$ cat config.mk
export PLATFORM = sky130hd
export DESIGN_NAME = arb_req_client
export DESIGN_NICKNAME = d
export VERILOG_FILES = /design/src/rtl/arb_req_client_pkg.sv /design/src/rtl/arb_req_fifo.sv /design/src/rtl/arb_req_client.sv
export SDC_FILE = /design/constraint.sdc
export NUM_CORES = 1
export LEC_CHECK = 0
export ABC_CLOCK_PERIOD_IN_PS = 2600
export BUFFER_PORTS_ARGS = -buffer_cell sky130_fd_sc_hd__buf_2
export CAP_MARGIN = 0
export CORE_UTILIZATION = 45
export CTS_CLUSTER_SIZE = 20
export DETAILED_ROUTE_END_ITERATION = 12
export PLACE_DENSITY = 0.74
export SLEW_MARGIN = 40
export SYNTH_ARGS = -nofsm -noshare
export SYNTH_HDL_FRONTEND = slang
export SYNTH_HIERARCHICAL = 1
export SYNTH_SLANG_ARGS = --single-unit
$ cat constraint.sdc
create_clock -name clk -period 2.6 [get_ports clk]
set_clock_uncertainty 0.1 [all_clocks]
set_input_delay 0.39 -clock clk [delete_from_list [all_inputs] [get_ports clk]]
set_output_delay 0.39 -clock clk [all_outputs]
set_load 0.05 [all_outputs]
$ cat src/rtl/arb_req_client_pkg.sv
// Shared constants and helpers for the four-channel arbitrated request client.
// Grant vectors are one-hot per channel; all-zero means the arbiter is idle.
package arb_req_client_pkg;

   localparam int NCH = 4;
   localparam int CHW = 2;

   typedef logic [NCH-1:0] gnt_t;
   typedef logic [CHW-1:0] ch_t;

   localparam gnt_t GNT_NONE = 4'b0000;
   localparam gnt_t GNT_CH0  = 4'b0001;
   localparam gnt_t GNT_CH1  = 4'b0010;
   localparam gnt_t GNT_CH2  = 4'b0100;
   localparam gnt_t GNT_CH3  = 4'b1000;

   // True for a zero or single-bit grant vector.
   function automatic logic onehot0(input gnt_t g);
      return (g & (g - gnt_t'(1))) == GNT_NONE;
   endfunction

   function automatic ch_t gnt_index(input gnt_t g);
      ch_t idx;
      case (g)
         GNT_CH1: idx = ch_t'(1);
         GNT_CH2: idx = ch_t'(2);
         GNT_CH3: idx = ch_t'(3);
         default: idx = ch_t'(0);
      endcase
      return idx;
   endfunction

endpackage

$ cat src/rtl/arb_req_fifo.sv
// Single-channel queue: power-of-two depth, wrapping pointers, occupancy count.
// Storage is not reset; only pointers and count are, which empties the queue.
module arb_req_fifo
   import arb_req_client_pkg::*;
#(
   parameter int DW    = 8,
   parameter int DEPTH = 4,
   localparam int AW   = $clog2(DEPTH)
) (
   input  logic          clk,
   input  logic          rst,
   input  logic          push,
   input  logic          pop,
   input  logic [DW-1:0] wr_data,
   output logic [DW-1:0] rd_data,
   output logic [AW:0]   count,
   output logic          full,
   output logic          empty
);

   localparam logic [AW:0] CNT_FULL = (AW+1)'(DEPTH);

   logic [DW-1:0] mem [DEPTH];
   logic [AW-1:0] wr_ptr;
   logic [AW-1:0] rd_ptr;
   logic          push_ok;
   logic          pop_ok;

   assign full    = (count == CNT_FULL);
   assign empty   = (count == '0);
   assign push_ok = push && !full;
   assign pop_ok  = pop && !empty;
   assign rd_data = mem[rd_ptr];

   always_ff @(posedge clk) begin
      if (push_ok) begin
         mem[wr_ptr] <= wr_data;
      end
   end

   always_ff @(posedge clk or negedge rst) begin
      if (!rst) begin
         wr_ptr <= '0;
         rd_ptr <= '0;
         count  <= '0;
      end else begin
         if (push_ok) begin
            wr_ptr <= wr_ptr + 1'b1;
         end
         if (pop_ok) begin
            rd_ptr <= rd_ptr + 1'b1;
         end
         // Push and pop together leave the occupancy unchanged.
         case ({push_ok, pop_ok})
            2'b10:   count <= count + 1'b1;
            2'b01:   count <= count - 1'b1;
            default: count <= count;
         endcase
      end
   end

endmodule

$ cat src/rtl/arb_req_client.sv
// Four queued channels feeding a single output register through an external
// round-robin arbiter; flags grants that are malformed or not requested.
module arb_req_client
   import arb_req_client_pkg::*;
#(
   parameter int DW    = 8,
   parameter int DEPTH = 4
) (
   input  logic           clk,
   input  logic           rst,
   input  logic           wr_valid,
   input  logic [CHW-1:0] wr_ch,
   input  logic [DW-1:0]  wr_data,
   output logic           wr_ready,
   output logic [NCH-1:0] req,
   input  logic [NCH-1:0] grant,
   output logic           out_valid,
   input  logic           out_ready,
   output logic [CHW-1:0] out_ch,
   output logic [DW-1:0]  out_data,
   output logic           err,
   input  logic           err_clr
);

   localparam int AW = $clog2(DEPTH);

   logic [NCH-1:0] q_push;
   logic [NCH-1:0] q_pop;
   logic [NCH-1:0] q_full;
   logic [NCH-1:0] q_empty;
   logic [DW-1:0]  q_rd_data [NCH];
   logic [AW:0]    q_count   [NCH];

   logic           load_ok;
   logic [NCH-1:0] gnt_live;
   logic           pop_en;
   ch_t            gnt_ch;
   logic [NCH-1:0] req_q;
   logic           err_evt;

   for (genvar i = 0; i < NCH; i++) begin : g_ch
      arb_req_fifo #(
         .DW    (DW),
         .DEPTH (DEPTH)
      ) u_fifo (
         .clk     (clk),
         .rst     (rst),
         .push    (q_push[i]),
         .pop     (q_pop[i]),
         .wr_data (wr_data),
         .rd_data (q_rd_data[i]),
         .count   (q_count[i]),
         .full    (q_full[i]),
         .empty   (q_empty[i])
      );
   end

   assign wr_ready = !q_full[wr_ch];

   always_comb begin
      q_push = '0;
      for (int i = 0; i < NCH; i++) begin
         if (wr_valid && wr_ready && (wr_ch == CHW'(i))) begin
            q_push[i] = 1'b1;
         end
      end
   end

   always_comb begin
      req = '0;
      for (int i = 0; i < NCH; i++) begin
         req[i] = (q_count[i] != '0);
      end
   end

   // A grant only pops when it names exactly one non-empty channel and the
   // output register can take a beat; lag grants to empty channels fall out here.
   assign load_ok  = !out_valid || out_ready;
   assign gnt_live = grant & ~q_empty;
   assign pop_en   = onehot0(grant) && (gnt_live != '0) && load_ok;
   assign q_pop    = pop_en ? gnt_live : '0;
   assign gnt_ch   = gnt_index(grant);

   always_ff @(posedge clk or negedge rst) begin
      if (!rst) begin
         out_valid <= 1'b0;
         out_ch    <= '0;
         out_data  <= '0;
      end else if (pop_en) begin
         out_valid <= 1'b1;
         out_ch    <= gnt_ch;
         out_data  <= q_rd_data[gnt_ch];
      end else if (out_ready) begin
         out_valid <= 1'b0;
      end
   end

   // The arbiter is registered, so a legal grant always follows a request
   // seen in the previous cycle.
   assign err_evt = !onehot0(grant) || ((grant & ~req_q) != '0);

   always_ff @(posedge clk or negedge rst) begin
      if (!rst) begin
         req_q <= '0;
         err   <= 1'b0;
      end else begin
         req_q <= req;
         if (err_evt) begin
            err <= 1'b1;
         end else if (err_clr) begin
            err <= 1'b0;
         end
      end
   end

endmodule

Yosys cells after proc, flatten, opt, wreduce, memory -nomap -nowiden
Memories as Yosys holds them, arrays and structs flattened.
Index checks and enable logic that the tools add are counted.

word-level totals
  register bits = 44
  bits in writable memories = 128
  input bits = 19
  memories kept = 4

memory list
  memory              words  width  read ports  clocked after memory_dff  write ports  RTL line            text
  g_ch[0].u_fifo.mem  4      8      1           0                         1            arb_req_fifo.sv:23  logic [DW-1:0] mem [DEPTH];
  g_ch[1].u_fifo.mem  4      8      1           0                         1            arb_req_fifo.sv:23
  g_ch[2].u_fifo.mem  4      8      1           0                         1            arb_req_fifo.sv:23
  g_ch[3].u_fifo.mem  4      8      1           0                         1            arb_req_fifo.sv:23

cells by class
  add/sub/neg operators = 17
  magnitude comparators = 2
  equality and inequality tests = 18
  multiplexer cells = 27
  bitwise gates (word level) = 6
  reductions and logical operators = 46

operators with widths
  kind                                                                   number
  3-bit case mux with 2 select lines                                     4
  1-bit two-way mux                                                      17
  2-bit by 1-bit adder with 2-bit output, second input constant          8
  8-bit binary-select mux with 2-bit select                              1
  8-bit two-way mux                                                      2
  1-bit logical AND                                                      15
  3-bit by 1-bit adder with 3-bit output, second input constant          4
  4-bit AND                                                              3
  2-bit equality test, second input constant                             6
  3-bit equality test, second input constant                             4
  3-bit zero test                                                        4
  2-bit nonzero test                                                     6
  3-bit nonzero test                                                     4
  3-bit by 1-bit subtractor with 3-bit output, second input constant     4
  1-bit zero test                                                        11
  2-bit by 1-bit equality test with 1-bit output, second input constant  5
  4-bit NOT                                                              2
  4-bit nonzero test                                                     2
  2-bit case mux with 3 select lines                                     1
  4-bit by 2-bit equality test with 1-bit output, second input constant  1
  4-bit by 3-bit equality test with 1-bit output, second input constant  1
  4-bit equality test, second input constant                             1
  4-bit zero test                                                        1
  4-bit two-way mux                                                      1
  other kinds (7)                                                        8

Depth between registers and ports, before layout
Gate-level depths: netlist of run 1.

  depth after elaboration = 10
  gate-level depth with buffers = 13
  gate-level depth less buffers = 12

Hierarchy
Netlist of run 1, hierarchy kept.

by module, submodules not included
  module                              instances  cells each  area an instance (um2)  sequential area each (um2)
  arb_req_fifo at g_ch[1].u_fifo ...  3          79          1592.8                  1136.1
  arb_req_fifo at g_ch[0].u_fifo      1          80          1584.0                  1136.1
  arb_req_client                      1          126         1233.7                  400.4

Worst setup path after synthesis of run 1
Ideal clock, no wire load.

  path type = input to register
  start point = input grant[2]
  end point = register g_ch[1].u_fifo.count[2]
  arrival time = 2.484 ns
  data required time = 2.421 ns
  path slack = -0.063 ns
  stages = 13
  buffers on the path = 2
  cells stage by stage = buf_6 maj3_2 o22ai_4 nand3_4 buf_6 nor2_1 o31a_2 ha_1 inv_1 fa_1 xor2_1 nor2_1 xor2_1

on the way
  cells in the longest elaborated chain, start to end = 9
  elaborated cells between the ends (all ways) = 13
  classes of those cells = 1 x add/sub; 2 x eq/ne; 2 x mux; 2 x bitwise; 6 x reduce/logical

ends and longest elaborated chain
  what                                                                                   RTL line                  text
  start: declaration                                                                     arb_req_client.sv:16      input logic [NCH-1:0] grant,
  4-bit by 1-bit subtractor with 4-bit output                                            arb_req_client_pkg.sv:19  return (g & (g - gnt_t'(1))) == GNT_NONE;
  4-bit AND                                                                              arb_req_client_pkg.sv:19
  4-bit zero test                                                                        arb_req_client_pkg.sv:19
  1-bit logical AND (*) (2 in series)                                                    arb_req_client.sv:80      assign pop_en = onehot0(grant) && (gnt_live != '0) && load_ok;
  4-bit two-way mux (*)                                                                  arb_req_client.sv:81      assign q_pop = pop_en ? gnt_live : '0;
  net q_pop[1]                                                                           arb_req_client.sv:28      logic [NCH-1:0] q_pop;
  1-bit logical AND (*)                                                                  arb_req_fifo.sv:32        assign pop_ok = pop && !empty;
  net g_ch[1].u_fifo.pop_ok                                                              arb_req_fifo.sv:27        logic pop_ok;
  2-bit by 1-bit equality test with 1-bit output or 2-bit equality test (tied branches)  arb_req_fifo.sv:54        case ({push_ok, pop_ok})
  3-bit case mux with 2 select lines or 2-bit nonzero test (tied branches)               n/a
  end signal: assignment                                                                 arb_req_fifo.sv:55        2'b10: count <= count + 1'b1;
  end signal: assignment                                                                 arb_req_fifo.sv:56        2'b01: count <= count - 1'b1;
  end signal: assignment                                                                 arb_req_fifo.sv:57        default: count <= count;
  end: declaration                                                                       arb_req_fifo.sv:16        output logic [AW:0] count,

Mark *: on every way through the listed nets, which the timed path passes. The rest lies on a longest branch.
A chain may end at the register's enable or synchronous reset.

Worst setup path after layout of run 1
  start point = register g_ch[0].u_fifo.count[0]
  end point = register g_ch[0].u_fifo.count[2]

on the way
  cells in the longest elaborated chain, start to end = 10
  elaborated cells between the ends (all ways) = 24
  classes of those cells = 2 x add/sub; 3 x eq/ne; 5 x mux; 2 x bitwise; 12 x reduce/logical

ends and longest elaborated chain
  what                                                                                   RTL line              text
  start: declaration                                                                     arb_req_fifo.sv:16
  start signal: assignment                                                               arb_req_fifo.sv:55
  start signal: assignment                                                               arb_req_fifo.sv:56
  start signal: assignment                                                               arb_req_fifo.sv:57
  3-bit equality test (*)                                                                arb_req_fifo.sv:29    assign full = (count == CNT_FULL);
  net q_full[0]                                                                          arb_req_client.sv:29  logic [NCH-1:0] q_full;
  1-bit binary-select mux with 2-bit select (*)                                          arb_req_client.sv:58  assign wr_ready = !q_full[wr_ch];
  1-bit two-way mux (not written as such) (*)                                            arb_req_client.sv:58
  1-bit zero test (*)                                                                    arb_req_client.sv:58
  1-bit logical AND (*) (2 in series)                                                    arb_req_client.sv:63  if (wr_valid && wr_ready && (wr_ch == CHW'(i))) begin
  1-bit two-way mux (*)                                                                  arb_req_client.sv:63
  net q_push[0]                                                                          arb_req_client.sv:27  logic [NCH-1:0] q_push;
  1-bit logical AND (*)                                                                  arb_req_fifo.sv:31    assign push_ok = push && !full;
  2-bit by 1-bit equality test with 1-bit output or 2-bit equality test (tied branches)  arb_req_fifo.sv:54
  3-bit case mux with 2 select lines or 2-bit nonzero test (tied branches)               n/a

Mark *: on every way through the listed nets, which the timed path passes. The rest lies on a longest branch. The select of a mux whose other input is x is not followed.

==> flow_summary_export.csv, run 1 <==
group,metric,value,unit
routing,wl_per_cell,20.12,um
worst_setup_path,critPathSlowestCell,"dfrtp_2",
grt,grt_max_degree,26,
timing,fin_setup_tns,0,ps
routing,final_antenna_net_count,0,
worst_setup_path,critPathKind,"flop to flop",
die,io_pins,36,
cts,cts_tree,"yes",
grt,grt_pass1_vias,4234,
synthesis,synth_xor_area_share,3.311,%
cts,cts.sinks,172,
placement,port_buffers,35,
grt,grt_pass1_wl,23.53,mm
worst_setup_path,path_cells,"or3b_4, inv_1, nor4b_2, and2_4, inv_1, ha_4, inv_1, fa_2, xor2_1, nor2_1, xor2_1",
worst_setup_path,max_stage_delay,440,ps
worst_setup_path,cp_max_fo,6,
synthesis,yosysWarningCount,6,
routing,vias,4012,
synthesis,synth_top_family_by_area,"multiplexers",
synthesis,yosysTopAreaCellShare,50.60,%
worst_setup_path,critPathMostFrequentCell,"inv_1",
timing,relSlewSlack,59.84,%
timing,period_share,96.90,%
cells_and_area,final_net_count,547,
synthesis,synth-edff-count,128,
worst_setup_path,timing.rr.start,"g_ch[0].u_fifo/count[0]",
run,maxCapViolCount,0,
pwr,power_density,1037,mW/mm2
status,violations,"design-rule violations",
synthesis,ys_seq_area_share,65.10,%
timing,timing.final.hold_violations,0,
die,coreArea,0.01652,mm2
synthesis,avgSynthCellArea,17.15,um2
die,die-area,0.01740,mm2
timing,worst_pin_slew,601.8,ps
cells_and_area,layout_common_cells,"edfxtp_1, dfrtp_1, inv_1",
placement,hpwl,10.11,mm
cells_and_area,n_antenna_cell,0,
die,initial_utilization,45.97,%
worst_setup_path,arrival,2760,ps
worst_hold_path,hp-class,"input port to asynchronous set/reset pin",
timing,finalWorstPathRequiredPeriod,2519,ps
pwr,vdd_drop_max,0.6216,mV
grt,antenna_found_initial,0,
synthesis,synth-compound-area-share,4.859,%
routing,drc_errors,2,
die,fp-row-count,47,
synthesis,syn_inst,443,
synthesis,syn_area,0.007596,mm2
synthesis,synth_ff_type,"edfxtp_1",
cts,numCtsBuffers,17,
cells_and_area,area_growth,15.25,%
worst_setup_path,worstSetupEndpointType,"flop",
worst_setup_path,critPathLaunchType,"flop",
timing,grt_setup_unrepaired,"no",
cts,root_buffer,"clkbuf_16",
cts,clk_latency,420,ps
synthesis,synthTopCellsByArea,"edfxtp_1, dfrtp_1, mux4_2",
synthesis,syn_nets,486,
routing,via_per_inst,5.444,
synthesis,synthAdderAreaFrac,4.497,%
routing,wl,14.83,mm
routing,drtIter0Drc,406,
cells_and_area,drive_gt1_share,33.85,%
worst_setup_path,critical_path.startpoint,"g_ch[0].u_fifo/count[0]",
die,die_w,131.9,um
timing,setup_viol,0,
routing,dr.pass1.iters,9,
pwr,cellLeakagePower,3.263,nW
worst_setup_path,worst_ep_required_time,2840,ps
cts,htree_levels,4,
synthesis,ys_types,47,
status,status,"finished with violations",
cells_and_area,fin_util,52.98,%
timing,slew_viol_final,0,
cts,path_clk_slew,60,ps
timing,max_freq,396.9,MHz
grt,gr-total-overflow,0,
die,die-height,131.9,um
synthesis,synth_seq_cells,172,
synthesis,yosys.area.top_type,"edfxtp_1",
cells_and_area,nFillCells,1291,
synthesis,async_reset_ff_share,25.58,%
placement,gp_congestion,0.7750,
cts,post_cts_buffers,0,
synthesis,synth_mux_area_share,12.82,%
cts,clock_path_buffers,2,
synthesis,yosys.area_share.simple,6.012,%
grt,grt_usage,18.48,%
cells_and_area,layout_commonest_cell,"edfxtp_1",
-- layer usage --
metal	vias to the layer above	routed length, um	part of all wire [%]	track usage, %
met2	113	7196	49	29.13
met1	2083	6570	44	24.68
met4	0	298	2.0	6.718
met3	18	763	5.1	5.037
li1	1798	-	-	-
met5	-	0	0	0
-- kinds of logic after synthesis --
kind of cell	count (synthesis)
XOR/XNOR	27
AND/OR/NAND/NOR	64
buffers and inverters	57
AO/OA/AOI/OAI	47
flip-flops	172
multiplexers	51
adder cells (fa/ha/maj)	25
-- critical path: cells and delay by family, from the launching register on --
| kind | cells | cell delay (ps) |
|---|---|---|
| buffers and inverters | 3 | 260 |
| xor gates and xnor gates | 2 | 340 |
| and+or+nand+nor | 4 | 800 |
| DFF | 1 | 440 |
| adders and majority gates | 2 | 490 |
-- final cells by class --
class | count | area (um2) | share of cell area [%]
Sequential cell | 172 | 4947 | 56.51
Multi-Input combinational cell | 214 | 2459 | 28.08
Clock buffer | 21 | 440.4 | 5.031
Timing Repair Buffer | 60 | 365.4 | 4.173
Tap cell | 220 | 275.3 | 3.144
Inverter | 39 | 146.4 | 1.672
Clock inverter | 11 | 121.4 | 1.386
-- repair_timing --
action	4_1_cts	5_1_grt
hold endpoints to repair	44	0
endpoints found under the setup margin	0	3
gates resized for setup	0	3
hold buffers	1	0
-- flip-flops by register name, indices dropped and copies added (netlist names) --
signal              flops
err                     1
g_ch.u_fifo/count      12
g_ch.u_fifo/mem       128
g_ch.u_fifo/rd_ptr      8
g_ch.u_fifo/wr_ptr      8
out_ch                  2
out_data                8
out_valid               1
req_q                   4
-- through the flow --
| step | std cells | hold slack, ps | instance area [um2] | total power, mW | setup slack (ps) |
|---|---|---|---|---|---|
| final | 737 | 188.9 | 8755 | 9.076 | 80.59 |
| after global routing | 737 | 182.3 | 8755 | 9.521 | 13.15 |
| after CTS | 737 | 169.1 | 8746 | 9.153 | 69.25 |
| after detailed placement | 704 | 83.69 | 8174 | 6.702 | 6.861 |
| after global placement | 704 | 86.11 | 8174 | 6.570 | 111.4 |
| after floorplan | 443 | -5.591 | 7656 | 5.889 | 31.12 |
-- where the power goes --
part / switching (mW) / internal (mW) / total (mW)
combinational: 1.50 / 1.28 / 2.78
clock: 1.01 / 1.41 / 2.42
sequential: 0.470 / 3.41 / 3.88
-- synthesized netlist by cell type (2+ instances only) --
cell,n
mux4_2,33
o311a_1,8
buf_4,2
mux2_2,3
ha_1,20
and3_2,4
nor2b_4,3
a32oi_1,8
o21ai_0,16
clkbuf_1,5
nand2_1,8
o31a_2,4
and2_2,12
nand2b_1,5
or3_1,4
xnor2_1,12
dfrtp_1,44
buf_2,6
mux2i_1,5
edfxtp_1,128
a22oi_1,8
nor3_1,5
buf_6,4
nor3b_4,3
mux2_4,9
inv_1,39
fa_1,4
nor2_1,10
xor2_1,13
-- final timing paths --
kind                                           end  slack [ps]  cells past startpoint
max reg2reg                g_ch[0].u_fifo/count[2]          80                     11
min                        g_ch[2].u_fifo/count[1]         190                      2
min in group clk                         out_valid         190                      3
min reg2reg                              out_ch[1]         400                      1
max in group asynchronous  g_ch[2].u_fifo/count[0]        1710                      3
max                        g_ch[0].u_fifo/count[2]          80                     11
(Power assumes the default switching activity.)
==> run 2: changes to the inputs <==
ABC_CLOCK_PERIOD_IN_PS = 2730   (was 2600)
PLACE_DENSITY = 0.71   (was 0.74)
clock period = 2.73 ns   (was 2.6 ns; I/O delays follow)
==> flow_summary_export.csv, run 2 (synthesis results as in run 1) <==
group,metric,value,unit
pwr,seqPwrFrac,43.1,%
timing,finalWorstPathRequiredPeriod,2550,ps
cts,cts_resized,0,
worst_hold_path,hold_depth,3,
cts,cts.sinks,172,
grt,grt_max_degree,26,
pwr,vdd_drop_max,0.5330,mV
worst_hold_path,hp-class,"input port to flop",
cells_and_area,drive_gt1_share,31.76,%
cts,numCtsBuffers,17,
timing,worst_pin_slew,638.9,ps
die,coreArea,0.01652,mm2
worst_setup_path,timing.rr.start,"g_ch[2].u_fifo/count[0]",
cts,root_buffer,"clkbuf_16",
grt,grt_pass1_vias,3992,
routing,final_antenna_net_count,0,
routing,via_per_inst,5.400,
timing,grt_setup_unrepaired,"no",
placement,placed_area,0.008069,mm2
pwr,cell_internal_pwr,5.779,mW
run,maxCapViolCount,0,
cts,post_cts_buffers,0,
die,die-area,0.01740,mm2
cts,path_clk_slew,70,ps
pwr,power_density,998.9,mW/mm2
routing,drc_errors,0,
routing,drtIter0Drc,251,
worst_setup_path,worstSetupEndpointType,"flop",
cells_and_area,n_antenna_cell,0,
timing,max_freq,392.2,MHz
worst_setup_path,cp.depth,12,
status,status,"complete, no violations",
worst_setup_path,cp_top_family,"simple AND/OR/NAND/NOR gates",
worst_setup_path,reg2reg_setup_slack,180,ps
worst_hold_path,hold_start,"out_ready",
cells_and_area,largest_reg_flops,128,
grt,grt_pass1_wl,23.14,mm
placement,hpwl,10.02,mm
die,io_pins,36,
cells_and_area,area_growth,14.08,%
cts,clock_path_buffers,2,
routing,vias,3942,
pwr,p_comb_share,29.1,%
pwr,p_sw_share,33.24,%
cells_and_area,largest_registers,"g_ch.u_fifo/mem x128, g_ch.u_fifo/count x12",
worst_setup_path,worst_ep_required_time,2990,ps
worst_setup_path,critPathKind,"flop to flop",
pwr,clkPwrFrac,27.9,%
timing,setup_viol,0,
timing,timing.final.hold_violations,0,
cells_and_area,layout_commonest_cell,"edfxtp_1",
worst_setup_path,max_stage_delay,500,ps
die,initial_utilization,45.97,%
worst_hold_path,worst_hold_path.endpoint,"out_valid",
timing,relSlewSlack,57.36,%
die,fp-row-count,47,
die,die-height,131.9,um
timing,period_share,93.40,%
worst_setup_path,path_cells,"nor3_1, nand2b_1, nand4_1, nand3_4, nor2_1, o31a_2, ha_1, inv_1, fa_1, xor2_1, nor2_1, xor2_1",
grt,antenna_found_initial,0,
grt,gr-total-overflow,0,
timing,fin_setup_tns,0,ps
cells_and_area,fin_util,52.44,%
worst_setup_path,crit_buf_inv,1,
worst_setup_path,r2r-end,"g_ch[0].u_fifo/count[2]",
cells_and_area,layout_common_cells,"edfxtp_1, dfrtp_1, inv_1",
grt,grt_usage,18.31,%
timing,hold_ws,213.9,ps
cells_and_area,largest_register,"g_ch.u_fifo/mem",
die,die_w,131.9,um
worst_setup_path,worst_r2r_path_depth,12,
worst_setup_path,critPathLaunchType,"flop",
cts,cts_tree,"yes",
routing,wl,14.72,mm
worst_setup_path,arrival,2810,ps
pwr,switchingPower,2.878,mW
routing,wl_per_cell,20.16,um
cts,clk_latency,430,ps
cells_and_area,fin_area,0.008666,mm2
worst_setup_path,critPathSlowestCell,"dfrtp_1",
placement,gp_congestion,0.7949,
routing,dr.pass1.iters,7,
placement,port_buffers,35,
cts,htree_levels,4,
worst_setup_path,cp_max_fo,6,
cells_and_area,final_net_count,541,
pwr,cellLeakagePower,3.260,nW
timing,slew_viol_final,0,
[run 2: cell types whose count changed in the layout (fill, tap and decap cells not counted), sizes merged]
cell / change
clkinvlp: -3
inv: +8
buf: -6
clkinv: -3
clkbuf: -3
[run 2: power by group through the flow]
stage / Combinational (mW) / Clock [mW] / Sequential [mW]
5_1_grt: 2.71 / 2.56 / 3.80
3_5_place_dp: 2.52 / 0 / 3.79
4_1_cts: 2.54 / 2.46 / 3.74
3_3_place_gp: 2.44 / 0 / 3.76
6_report: 2.52 / 2.41 / 3.73
2_1_floorplan: 1.80 / 0 / 3.78
[run 2: routing by layer]
metal / track usage (%) / part of all wire [%]
met2: 28.81 / 49
met5: 0 / 0
met1: 24.56 / 45
met4: 6.266 / 1.4
met3: 5.152 / 4.9
[run 2: final cells by class]
cell class | count | area (um2)
Multi-Input combinational cell | 214 | 2392
Clock inverter | 13 | 157.7
Tap cell | 220 | 275.3
Inverter | 39 | 146.4
Fill cell | 1306 | 7859
Sequential cell | 172 | 4945
Timing Repair Buffer | 54 | 320.3
Clock buffer | 18 | 429.2
[run 2: how the worst max path moves through the flow]
| stage | from | end | slack, ps |
|---|---|---|---|
| 3_3_place_gp | grant[1] | g_ch[0].u_fifo/count[2] | 120 |
| 5_1_grt | g_ch[0].u_fifo/count[2] | g_ch[0].u_fifo/count[2] | 30 |
| 4_1_cts | g_ch[2].u_fifo/count[0] | g_ch[3].u_fifo/count[2] | 190 |
| 3_5_place_dp | grant[1] | g_ch[3].u_fifo/count[2] | 30 |
| 6_report | g_ch[2].u_fifo/count[0] | g_ch[0].u_fifo/count[2] | 180 |
| 2_1_floorplan | grant[2] | g_ch[1].u_fifo/count[2] | 50 |
[run 2: repair_timing]
item                                    CTS  global route
endpoints found under the setup margin    0             0
hold buffers                              1             0
hold endpoints to repair                 20             0
[run 2: through the flow]
stage	std cells	power, mW	worst slack, ps
final	730	8.656	180.2
after global routing	730	9.083	31.45
after CTS	730	8.738	189.1
after detailed placement	698	6.316	30.42
after global placement	698	6.206	117.5
after floorplan	443	5.576	47.17
[run 2: worst reg2reg max path: stages, from the launching register on]
cell,delay (ps)
dfrtp_1,500
nor3_1,100
nand2b_1,170
nand4_1,140
nand3_4,110
nor2_1,120
o31a_2,190
ha_1,180
inv_1,60
fa_1,380
xor2_1,150
nor2_1,120
xor2_1,150
